==> src/rtl/eth_tx_pkg.sv <==
// Shared definitions for the transmit-side Ethernet/IPv4/UDP framer.
//   tx_state_t      : framer FSM states (ST_FCS only when FRAME_BUILDER_FCS_EN is defined)
//   byte constants  : preamble, SFD, IPv4 ethertype
//   length constants: header lengths, minimum frame size (DST_MAC..end of pad)
//   ip_static_sum   : 32-bit sum of the IPv4 header words that do not depend on the length
//   ip_fold/ip_cksum: one's-complement folding and final header checksum
package eth_tx_pkg;

  typedef enum logic [3:0] {
    ST_IDLE,
    ST_PREAMBLE,
    ST_ETH,
    ST_IP,
    ST_UDP,
    ST_PAYLOAD,
    ST_PAD,
`ifdef FRAME_BUILDER_FCS_EN
    ST_FCS,
`endif
    ST_IFG
  } tx_state_t;

  localparam logic [7:0]  PREAMBLE_BYTE  = 8'h55;
  localparam logic [7:0]  SFD_BYTE       = 8'hD5;
  localparam logic [15:0] ETHERTYPE_IPV4 = 16'h0800;
  localparam int          PREAMBLE_LEN   = 8;
  localparam int          ETH_HDR_LEN    = 14;
  localparam int          IP_HDR_LEN     = 20;
  localparam int          UDP_HDR_LEN    = 8;
  localparam int          HDR_LEN        = ETH_HDR_LEN + IP_HDR_LEN + UDP_HDR_LEN;
  localparam int          MIN_FRAME      = 60;

  // Version/IHL/TOS, identification, flags/fragment, TTL/protocol and both
  // addresses; only total length and the checksum itself are left out.
  function automatic logic [31:0] ip_static_sum(input logic [7:0]  ttl,
                                                input logic [31:0] src_ip,
                                                input logic [31:0] dst_ip);
    ip_static_sum = 32'h0000_4500 + 32'h0000_0000 + 32'h0000_4000
                  + {16'h0000, ttl, 8'h11}
                  + {16'h0000, src_ip[31:16]} + {16'h0000, src_ip[15:0]}
                  + {16'h0000, dst_ip[31:16]} + {16'h0000, dst_ip[15:0]};
  endfunction

  function automatic logic [31:0] ip_fold(input logic [31:0] x);
    ip_fold = {16'h0000, x[15:0]} + {16'h0000, x[31:16]};
  endfunction

  // ~fold(fold(sum)); the second fold only needs its low 16 bits.
  function automatic logic [15:0] ip_cksum(input logic [31:0] sum);
    logic [31:0] f1;
    logic [15:0] f2;
    f1 = ip_fold(sum);
    f2 = f1[15:0] + f1[31:16];
    ip_cksum = ~f2;
  endfunction

endpackage

==> src/rtl/crc32_d8.sv <==
// Byte-wide Ethernet CRC-32 accumulator (reflected poly 0xEDB88320).
//   clk, rst_n : clock, synchronous active-low reset
//   init       : reload the register with 0xFFFFFFFF
//   en         : fold data into the running CRC
//   data       : byte to absorb, LSB first on the wire
//   crc        : raw register; the FCS value is ~crc
module crc32_d8 (
  input  logic        clk,
  input  logic        rst_n,
  input  logic        init,
  input  logic        en,
  input  logic [7:0]  data,
  output logic [31:0] crc
);

  function automatic logic [31:0] crc_step(input logic [31:0] c, input logic [7:0] d);
    logic [31:0] r;
    r = c ^ {24'h000000, d};
    for (int i = 0; i < 8; i++) begin
      r = r[0] ? ((r >> 1) ^ 32'hEDB8_8320) : (r >> 1);
    end
    crc_step = r;
  endfunction

  always_ff @(posedge clk) begin
    if (!rst_n || init) begin
      crc <= 32'hFFFF_FFFF;
    end else if (en) begin
      crc <= crc_step(crc, data);
    end
  end

endmodule

==> src/rtl/frame_builder.sv <==
// Transmit framer: wraps a UDP payload byte stream into preamble/SFD,
// Ethernet, IPv4 and UDP headers, zero pad to 60 bytes and (when the macro
// FRAME_BUILDER_FCS_EN is defined) a 4-byte CRC-32 FCS sent LSB first.
//   start/payload_len : frame request, accepted only while busy==0
//   busy              : frame in progress, including the inter-frame gap
//   packet*           : payload input stream
//   tdata/tvalid/tlast/tready : registered byte-serial frame output
//   err               : one-cycle pulse on illegal length or length mismatch
// Handshakes: a byte moves when valid && ready at a rising edge. The output
// register reloads only when (!tvalid || tready), so a stalled byte holds
// tdata/tlast; packet_ready follows the same condition in ST_PAYLOAD.
module frame_builder
  import eth_tx_pkg::*;
#(
  parameter logic [47:0] DST_MAC     = 48'hFF_FF_FF_FF_FF_FF,
  parameter logic [47:0] SRC_MAC     = 48'h02_00_00_00_00_01,
  parameter logic [31:0] SRC_IP      = 32'hC0A8_0001,
  parameter logic [31:0] DST_IP      = 32'hC0A8_0002,
  parameter logic [15:0] SRC_PORT    = 16'd5000,
  parameter logic [15:0] DST_PORT    = 16'd5001,
  parameter logic [7:0]  TTL         = 8'd64,
  parameter int          IFG_CYCLES  = 12,
  parameter int          MAX_PAYLOAD = 1472
) (
  input  logic        clk,
  input  logic        rst_n,
  input  logic        start,
  input  logic [15:0] payload_len,
  output logic        busy,
  input  logic [7:0]  packet,
  input  logic        packet_valid,
  input  logic        packet_end,
  output logic        packet_ready,
  output logic [7:0]  tdata,
  output logic        tvalid,
  output logic        tlast,
  input  logic        tready,
  output logic        err
);

  tx_state_t   state, nxt_state;
  logic [15:0] cnt, nxt_cnt;
  logic [15:0] len_q, total_q, cksum_q;
  logic [15:0] total_c, cksum_c, udp_len, pad_last;
  logic [7:0]  out_data, eth_byte, ip_byte, udp_byte;
  logic        out_valid, out_last, set_err, accept, load;
  logic        legal_len, last_pay, need_pad;
  logic [111:0] eth_hdr;
  logic [159:0] ip_hdr;
  logic [63:0]  udp_hdr;

  assign load      = !tvalid || tready;
  assign busy      = (state != ST_IDLE);
  assign legal_len = (payload_len != 16'd0) && (payload_len <= 16'(MAX_PAYLOAD));
  assign total_c   = 16'(IP_HDR_LEN + UDP_HDR_LEN) + payload_len;
  assign cksum_c   = ip_cksum(ip_static_sum(TTL, SRC_IP, DST_IP) + {16'h0000, total_c});
  assign udp_len   = 16'(UDP_HDR_LEN) + len_q;
  assign last_pay  = (cnt == len_q - 16'd1);
  assign need_pad  = (len_q < 16'(MIN_FRAME - HDR_LEN));
  assign pad_last  = 16'(MIN_FRAME - HDR_LEN - 1) - len_q;

  assign eth_hdr = {DST_MAC, SRC_MAC, ETHERTYPE_IPV4};
  assign ip_hdr  = {8'h45, 8'h00, total_q, 16'h0000, 16'h4000, TTL, 8'h11,
                    cksum_q, SRC_IP, DST_IP};
  assign udp_hdr = {SRC_PORT, DST_PORT, udp_len, 16'h0000};

  // Headers are stored MSB first; cnt walks them from the top byte down.
  assign eth_byte = eth_hdr[8*(ETH_HDR_LEN-1-int'(cnt[3:0])) +: 8];
  assign ip_byte  = ip_hdr[8*(IP_HDR_LEN-1-int'(cnt[4:0])) +: 8];
  assign udp_byte = udp_hdr[8*(UDP_HDR_LEN-1-int'(cnt[2:0])) +: 8];

`ifdef FRAME_BUILDER_FCS_EN
  logic [31:0] crc, fcs_val;
  logic [7:0]  fcs_byte;
  logic        crc_en;

  // Every byte loaded from DST_MAC through the last pad byte feeds the CRC.
  assign crc_en = load && ((state == ST_ETH) || (state == ST_IP) || (state == ST_UDP) ||
                           (state == ST_PAD) || ((state == ST_PAYLOAD) && packet_valid));
  assign fcs_val  = ~crc;
  assign fcs_byte = fcs_val[8*int'(cnt[1:0]) +: 8];

  crc32_d8 u_crc (
    .clk  (clk),
    .rst_n(rst_n),
    .init (accept),
    .en   (crc_en),
    .data (out_data),
    .crc  (crc)
  );
`endif

  // Next byte and next state; state/cnt/output register advance only on load.
  always_comb begin
    nxt_state    = state;
    nxt_cnt      = cnt;
    out_data     = 8'h00;
    out_valid    = 1'b0;
    out_last     = 1'b0;
    set_err      = 1'b0;
    accept       = 1'b0;
    packet_ready = 1'b0;
    case (state)
      ST_IDLE: begin
        if (start) begin
          if (legal_len) begin
            // The first preamble byte is loaded in the accept cycle itself.
            accept    = 1'b1;
            out_data  = PREAMBLE_BYTE;
            out_valid = 1'b1;
            nxt_state = ST_PREAMBLE;
            nxt_cnt   = 16'd1;
          end else begin
            set_err = 1'b1;
          end
        end
      end
      ST_PREAMBLE: begin
        out_valid = 1'b1;
        if (cnt == 16'(PREAMBLE_LEN - 1)) begin
          out_data  = SFD_BYTE;
          nxt_state = ST_ETH;
          nxt_cnt   = 16'd0;
        end else begin
          out_data = PREAMBLE_BYTE;
          nxt_cnt  = cnt + 16'd1;
        end
      end
      ST_ETH: begin
        out_valid = 1'b1;
        out_data  = eth_byte;
        if (cnt == 16'(ETH_HDR_LEN - 1)) begin
          nxt_state = ST_IP;
          nxt_cnt   = 16'd0;
        end else begin
          nxt_cnt = cnt + 16'd1;
        end
      end
      ST_IP: begin
        out_valid = 1'b1;
        out_data  = ip_byte;
        if (cnt == 16'(IP_HDR_LEN - 1)) begin
          nxt_state = ST_UDP;
          nxt_cnt   = 16'd0;
        end else begin
          nxt_cnt = cnt + 16'd1;
        end
      end
      ST_UDP: begin
        out_valid = 1'b1;
        out_data  = udp_byte;
        if (cnt == 16'(UDP_HDR_LEN - 1)) begin
          nxt_state = ST_PAYLOAD;
          nxt_cnt   = 16'd0;
        end else begin
          nxt_cnt = cnt + 16'd1;
        end
      end
      ST_PAYLOAD: begin
        packet_ready = load;
        if (packet_valid) begin
          out_valid = 1'b1;
          out_data  = packet;
          if (packet_end != last_pay) begin
            // Early end or missing end: close the frame on this byte.
            out_last  = 1'b1;
            set_err   = 1'b1;
            nxt_state = ST_IFG;
            nxt_cnt   = 16'd0;
          end else if (last_pay) begin
            nxt_cnt = 16'd0;
            if (need_pad) begin
              nxt_state = ST_PAD;
            end else begin
`ifdef FRAME_BUILDER_FCS_EN
              nxt_state = ST_FCS;
`else
              out_last  = 1'b1;
              nxt_state = ST_IFG;
`endif
            end
          end else begin
            nxt_cnt = cnt + 16'd1;
          end
        end
      end
      ST_PAD: begin
        out_valid = 1'b1;
        if (cnt == pad_last) begin
          nxt_cnt = 16'd0;
`ifdef FRAME_BUILDER_FCS_EN
          nxt_state = ST_FCS;
`else
          out_last  = 1'b1;
          nxt_state = ST_IFG;
`endif
        end else begin
          nxt_cnt = cnt + 16'd1;
        end
      end
`ifdef FRAME_BUILDER_FCS_EN
      ST_FCS: begin
        out_valid = 1'b1;
        out_data  = fcs_byte;
        if (cnt == 16'd3) begin
          out_last  = 1'b1;
          nxt_state = ST_IFG;
          nxt_cnt   = 16'd0;
        end else begin
          nxt_cnt = cnt + 16'd1;
        end
      end
`endif
      ST_IFG: begin
        // While the tlast byte is still pending the gap has not started.
        if (tvalid) begin
          nxt_cnt = 16'd0;
        end else if (cnt == 16'(IFG_CYCLES - 1)) begin
          nxt_state = ST_IDLE;
          nxt_cnt   = 16'd0;
        end else begin
          nxt_cnt = cnt + 16'd1;
        end
      end
      default: begin
        nxt_state = ST_IDLE;
        nxt_cnt   = 16'd0;
      end
    endcase
  end

  always_ff @(posedge clk) begin
    if (!rst_n) begin
      state   <= ST_IDLE;
      cnt     <= 16'd0;
      tdata   <= 8'h00;
      tvalid  <= 1'b0;
      tlast   <= 1'b0;
      err     <= 1'b0;
      len_q   <= 16'd0;
      total_q <= 16'd0;
      cksum_q <= 16'd0;
    end else begin
      err <= set_err && load;
      if (accept) begin
        len_q   <= payload_len;
        total_q <= total_c;
        cksum_q <= cksum_c;
      end
      if (load) begin
        state  <= nxt_state;
        cnt    <= nxt_cnt;
        tdata  <= out_data;
        tvalid <= out_valid;
        tlast  <= out_last;
      end
    end
  end

endmodule

==> config.mk <==
export PLATFORM = sky130hd
export DESIGN_NAME = frame_builder
export DESIGN_NICKNAME = d
export VERILOG_FILES = /design/src/rtl/eth_tx_pkg.sv /design/src/rtl/crc32_d8.sv /design/src/rtl/frame_builder.sv
export SDC_FILE = /design/constraint.sdc
export NUM_CORES = 1
export LEC_CHECK = 0
export CAP_MARGIN = 20
export CORE_MARGIN = 2
export CORE_UTILIZATION = 25
export CTS_CLUSTER_SIZE = 28
export DETAILED_ROUTE_END_ITERATION = 8
export PLACE_DENSITY_LB_ADDON = 0.1
export SYNTH_ARGS = -nofsm -noshare
export SYNTH_HDL_FRONTEND = slang
export SYNTH_SLANG_ARGS = --single-unit
==> constraint.sdc <==
create_clock -name clk -period 8 [get_ports clk]
set_input_delay 0.8 -clock clk [delete_from_list [all_inputs] [get_ports clk]]
set_output_delay 0.8 -clock clk [all_outputs]
set_load 0.02 [all_outputs]
* Word-level counts from Yosys, hierarchy flattened
Index checks and enable logic that the tools add are counted.
** Word-level totals
- Register bits after elaboration :: 79
- Input port bits :: 30
- Output and inout port bits :: 13
- Logic and storage cells :: 110
** Operators by class
- $add $sub $neg :: 11
- Magnitude comparators :: 2
- Equality and inequality tests :: 25
- Shifts and indexed selects :: 3
- Muxes and demuxes :: 48
- Bitwise gates (word level) :: 1
- Reductions and logical operators :: 11
** Operators by type and width (number)
- $mux W16 :: 11
- $shiftx A160 B9 Y8 :: 1
- $pmux W16 S7 :: 1
- $shiftx A112 B8 Y8 const A :: 1
- $shiftx A64 B7 Y8 :: 1
- $mux W4 :: 12
- $pmux W8 S6 :: 1
- $eq A16 B16 Y1 :: 2
- $eq A16 B4 Y1 const B :: 2
- $pmux W4 S8 :: 1
- $ne A2 B2 Y1 const B :: 10
- $add A18 B16 Y19 const A :: 1
- $add A16 B3 Y17 :: 1
- $add A16 B1 Y16 :: 1
- $add A16 B1 Y16 const B :: 1
- $add A4 B16 Y16 const A :: 1
- $add A5 B16 Y16 const A :: 1
- $eq A16 B3 Y1 const B :: 1
- $eq A16 B5 Y1 const B :: 1
- $eq A4 B3 Y1 const B :: 4
- $le A16 B11 Y1 const B :: 1
- $lt A16 B5 Y1 const B :: 1
- $mux W8 :: 2
- $not A16 Y16 :: 1
- other kinds (23) :: 41

* Depth between registers and ports, before layout
- Depth in word-level cells :: 7
- Gate-level depth with buffers :: 27
- Gate-level depth less buffers :: 25

* Worst setup path before layout
Ideal clock, no wire load.
- Path type :: input to register
- From :: in payload_len[2]
- To :: reg cksum_q[9]
- Setup time :: 0.091 ns
- Arrival time :: 5.695 ns
- Setup slack :: 2.214 ns
- Cell stages on the path :: 25
- Cell sequence :: buf_2 -> inv_1 -> ha_1 -> buf_2 -> or4_1 -> o31ai_1 -> a22oi_1 -> o22ai_1 -> a21oi_1 -> a21oi_1 -> ha_1 -> inv_1 -> ha_1 -> a2111oi_4 -> nand2_1 -> nor2_1 -> nand3_1 -> nor4b_1 -> ha_1 -> nand2b_1 -> nor4b_1 -> nand2_1 -> a2bb2oi_1 -> or4_1 -> a311oi_1
** Between the ends
- Longest elaborated chain between the ends :: 5
- Elaborated cells on any way between the ends :: 11
** RTL lines
- start, declared :: RTL line frame_builder.sv:28 : input logic [15:0] payload_len,
- $add A5 B16 Y16 :: RTL line frame_builder.sv:55 : assign total_c = 16'(IP_HDR_LEN + UDP_HDR_LEN) + payload_len;
- net total_c[2] :: RTL line frame_builder.sv:44 : logic [15:0] total_c, cksum_c, udp_len, pad_last;
- $add A18 B16 Y19 :: RTL line frame_builder.sv:56 : assign cksum_c = ip_cksum(ip_static_sum(TTL, SRC_IP, DST_IP) + {16'h0000, total_c});
- $add A16 B3 Y17 :: RTL line eth_tx_pkg.sv:45 : ip_fold = {16'h0000, x[15:0]} + {16'h0000, x[31:16]};
- $add A16 B1 Y16 :: RTL line eth_tx_pkg.sv:53 : f2 = f1[15:0] + f1[31:16];
- $not A16 Y16 :: RTL line eth_tx_pkg.sv:54 : ip_cksum = ~f2;
- end signal, assigned :: RTL line frame_builder.sv:248 : cksum_q <= cksum_c;
- end, declared :: RTL line frame_builder.sv:43 : logic [15:0] len_q, total_q, cksum_q;
The timed path passes the listed nets, and every way through them passes these cells.
A chain may end at the register's enable or synchronous reset.

* Worst setup path after layout
- From :: in payload_len[3]
- To :: reg cksum_q[9]
** Between the ends
- Longest elaborated chain between the ends :: 5
- Elaborated cells on any way between the ends :: 11
** RTL lines (RTL line)
- $add A5 B16 Y16, or another cell as far along :: frame_builder.sv:55
- $add A18 B16 Y19 / $logic_and A1 B1 Y1 (equally long branches) :: frame_builder.sv:56, frame_builder.sv:54
- $add A16 B3 Y17 / $mux W1 (equally long branches) :: eth_tx_pkg.sv:45, frame_builder.sv:106
- $add A16 B1 Y16 / $mux W1 (equally long branches) :: eth_tx_pkg.sv:53, frame_builder.sv:105
- $not A16 Y16 / $mux W1 (equally long branches) :: eth_tx_pkg.sv:54, frame_builder.sv:103
Parallel ways exist; a longest one is shown, timed or not.

==> run_results.csv <==
group,metric,value,unit
drt,postRouteAntennaNets,0,
clock_tree,clock_latency,0.35,ns
place,portBuffers,42,
power,powerDensity,166,nW/um2
synth,ys_ff_latch,76,
finish,fin_cells,1228,
drt,drt-vias-per-instance,5.20,
worst_setup_path,endpoint_kind,"register",
clock_tree,post_cts_resized,0,
floorplanning,die_h,166,um
grt,grt_pass1_vias,6227,
synth,synthFlopType,"dfxtp_1",
timing,setup_violations,0,
synth,seq_area_frac_synth,23.3,%
worst_setup_path,r2r_start,"len_q[3]",
drt,routed_wl,22.5,mm
drt,wl_per_cell,18.3,um
floorplanning,num_io_pins,43,
worst_setup_path,r2r_cells,14,
grt,antenna_found_initial,0,
floorplanning,rows,59,
clock_tree,cts_root_buf,"clkbuf_16",
clock_tree,clk_pin_slew,0.07,ns
finish,drive_above_1_share,6.05,%
grt,grt_pass1_wl,35.9,mm
worst_setup_path,cp-start-kind,"input port",
clock_tree,numCtsBuffers,9,
clock_tree,cts_sinks,76,
timing,fin_skew,0.00817,ns
synth,syn_area,6540,um2
clock_tree,cts_hold_buf,0,
floorplanning,die-width,166,um
place,place_ws,0.855,ns
synth,syn_inst,897,
place,placedCellCount,1212,
drt,first_pass_iters,4,
timing,tns,0,ns
hold_path,min_from,"cksum_q[5]",
floorplanning,design.die.area,27400,um2
drt,drt_iter0_drc,462,
hold_path,hp-class,"register to register",
timing,fmax,149,MHz
place,post-dp-hpwl,16.5,mm
clock_tree,cts_tree,"yes",
synth,synth.avg_cell_area,7.29,um2
hold_path,worstHoldEndpoint,"cksum_q[5]",
flow_run,maxCapViolations,0,
timing,fin_crit,6.73,ns
clock_tree,clockBufferDepth,2,
power,ir_drop,0.107,mV
timing,finalHoldViolations,0,
drt,vias,6382,
grt,grt_max_degree,63,
worst_setup_path,reg2reg_slack,3.25,ns
finish,nFillCells,2897,
synth,synth_nets,956,
finish,layout.nets,947,
clock_tree,cts_setup_buffers,0,
synth,synth.distinct_cells,83,
timing,max-slew-margin-rel,39.8,%
timing,rsz0062_at_grt,"false",
finish,seq_area,1520,um2
clock_tree,htree_levels,3,
status,status,"finished, final reports clean",
worst_setup_path,cp.arrival,6.99,ns
finish,diodes,0,
finish,area_growth,14.3,%
finish,final_cell_mix,"nand2_1 (101), nor2_1 (80), dfxtp_1 (75)",
power,cellLeakagePower,2.54,nW
finish,layout_commonest_cell,"nand2_1",
grt,grt_use_total,16.3,%
finish,multi_input_area,4600,um2
floorplanning,core_area,25800,um2
synth,yosys_warnings,0,
place,place_congestion,0.775,
timing,worstMarginPinSlew,0.880,ns
floorplanning,start_util,25.3,%
synth,synthArstFlopShare,0,%
timing,finalWorstSetupSlack,1.27,ns
worst_setup_path,cp.required,8.26,ns
drt,drc_errors,0,
worst_setup_path,cp_max_fo,16,
worst_setup_path,r2r_end,"state[1]",
hold_path,whs_path_depth,2,
timing,slew_viol_final,0,
grt,grt-ovfl-total,0,
worst_setup_path,crit_type,"input port to register",
synth,synth_edf_count,0,
timing,finalCritPeriodShare,84.1,%
==> worst max path at each step <==
stage,endpoint,cells after the start,from
floorplan,cksum_q[9],25,payload_len[2]
global placement,cksum_q[9],25,payload_len[3]
detailed placement,cksum_q[9],26,payload_len[3]
CTS,cksum_q[9],26,payload_len[3]
global route,cksum_q[9],26,payload_len[3]
finish,cksum_q[9],26,payload_len[3]
==> state kept, by name, indices dropped and copies added, names as in the netlist, 3 cells and up <==
register	cells
cnt	16
len_q	16
total_q	14
tdata	8
cksum_q	16
state	3
==> area by class of cell <==
cell class,count,share of cell area [%]
Clock buffer,9,3.01
Clock inverter,7,0.955
Inverter,35,1.76
Multi-Input combinational cell,713,61.5
Sequential cell,76,20.4
Tap cell,335,5.61
Timing Repair Buffer,53,6.73
==> per-stage QoR <==
stage                     hold WS (ns)  cell area (um2)  power (mW)  util (%)
after CTS                        0.461             7470        1.26      28.9
after floorplan                  0.428             6540       0.688         -
after global routing             0.488             7470        1.32      28.9
final                            0.458             7470        1.24      28.9
after detailed placement         0.450             7170       0.825      27.8
after global placement           0.450             7170       0.830      27.8
==> power breakdown <==
| group | switching, mW | internal [mW] |
|---|---|---|
| Combinational | 0.259 | 0.150 |
| Sequential | 0.0119 | 0.394 |
| Clock | 0.203 | 0.223 |
| Total | 0.474 | 0.767 |
==> per-layer routing <==
layer | vias up | global-route usage [%] | wire length, um | share of wire, %
li1 | 3236 | - | - | -
met1 | 3040 | 22.1 | 11000 | 49
met2 | 83 | 27.3 | 10700 | 48
met3 | 23 | 2.39 | 470 | 2.1
met4 | 0 | 4.16 | 370 | 1.6
met5 | - | 0 | 0 | 0
==> cells by family after synthesis <==
| kind of cell | synth area share, % |
|---|---|
| AOI/OAI and AO/OA | 23.8 |
| xor gates and xnor gates | 9.63 |
| adders and majority gates | 5.71 |
| buffers and inverters | 6.45 |
| DFF | 23.3 |
| muxes | 2.18 |
| and+or+nand+nor | 28.9 |
==> worst max-delay path, cell delays in order <==
cell,delay (ns)
clkdlybuf4s50_1,0.57
inv_1,0.20
ha_1,0.52
nand2b_1,0.37
nor2_1,0.25
o21ai_0,0.12
o31ai_1,0.08
a22oi_1,0.12
o22ai_1,0.17
a21oi_1,0.09
a21oi_1,0.20
ha_1,0.21
inv_1,0.07
ha_1,0.24
a2111oi_4,0.33
nand2_1,0.10
nor2_1,0.25
nand3_1,0.11
nor4b_1,0.50
ha_1,0.25
nand2b_1,0.07
nor4b_1,0.44
nand2_1,0.11
a2bb2oi_1,0.15
or4_1,0.40
a311oi_1,0.25
==> cell usage after synthesis, types with 4 or more instances <==
cell type	instances	area [um2]
a2111oi_0	5	43.8
a211oi_1	10	75.1
a21oi_1	54	270
a22oi_1	10	75.1
a311oi_1	4	35.0
a31oi_1	18	113
a41oi_1	4	35.0
and2_1	6	37.5
and3_1	22	138
buf_2	13	65.1
clkbuf_1	57	214
dfxtp_1	76	1520
ha_1	29	363
inv_1	32	120
mux2i_1	12	120
nand2_1	101	379
nand2b_1	13	81.3
nand3_1	42	210
nand3b_1	6	45.0
nand4_1	11	68.8
nor2_1	80	300
nor2b_1	7	43.8
nor3_1	32	160
nor3b_1	4	30.0
nor4_1	14	87.6
nor4b_1	8	70.1
o211ai_1	12	90.1
o21ai_0	49	245
o22ai_1	6	37.5
o31ai_1	8	60.1
or3_1	9	56.3
or4_1	4	30.0
xnor2_1	39	342
xor2_1	24	210
Note: power is estimated with default switching activity, not from simulation.
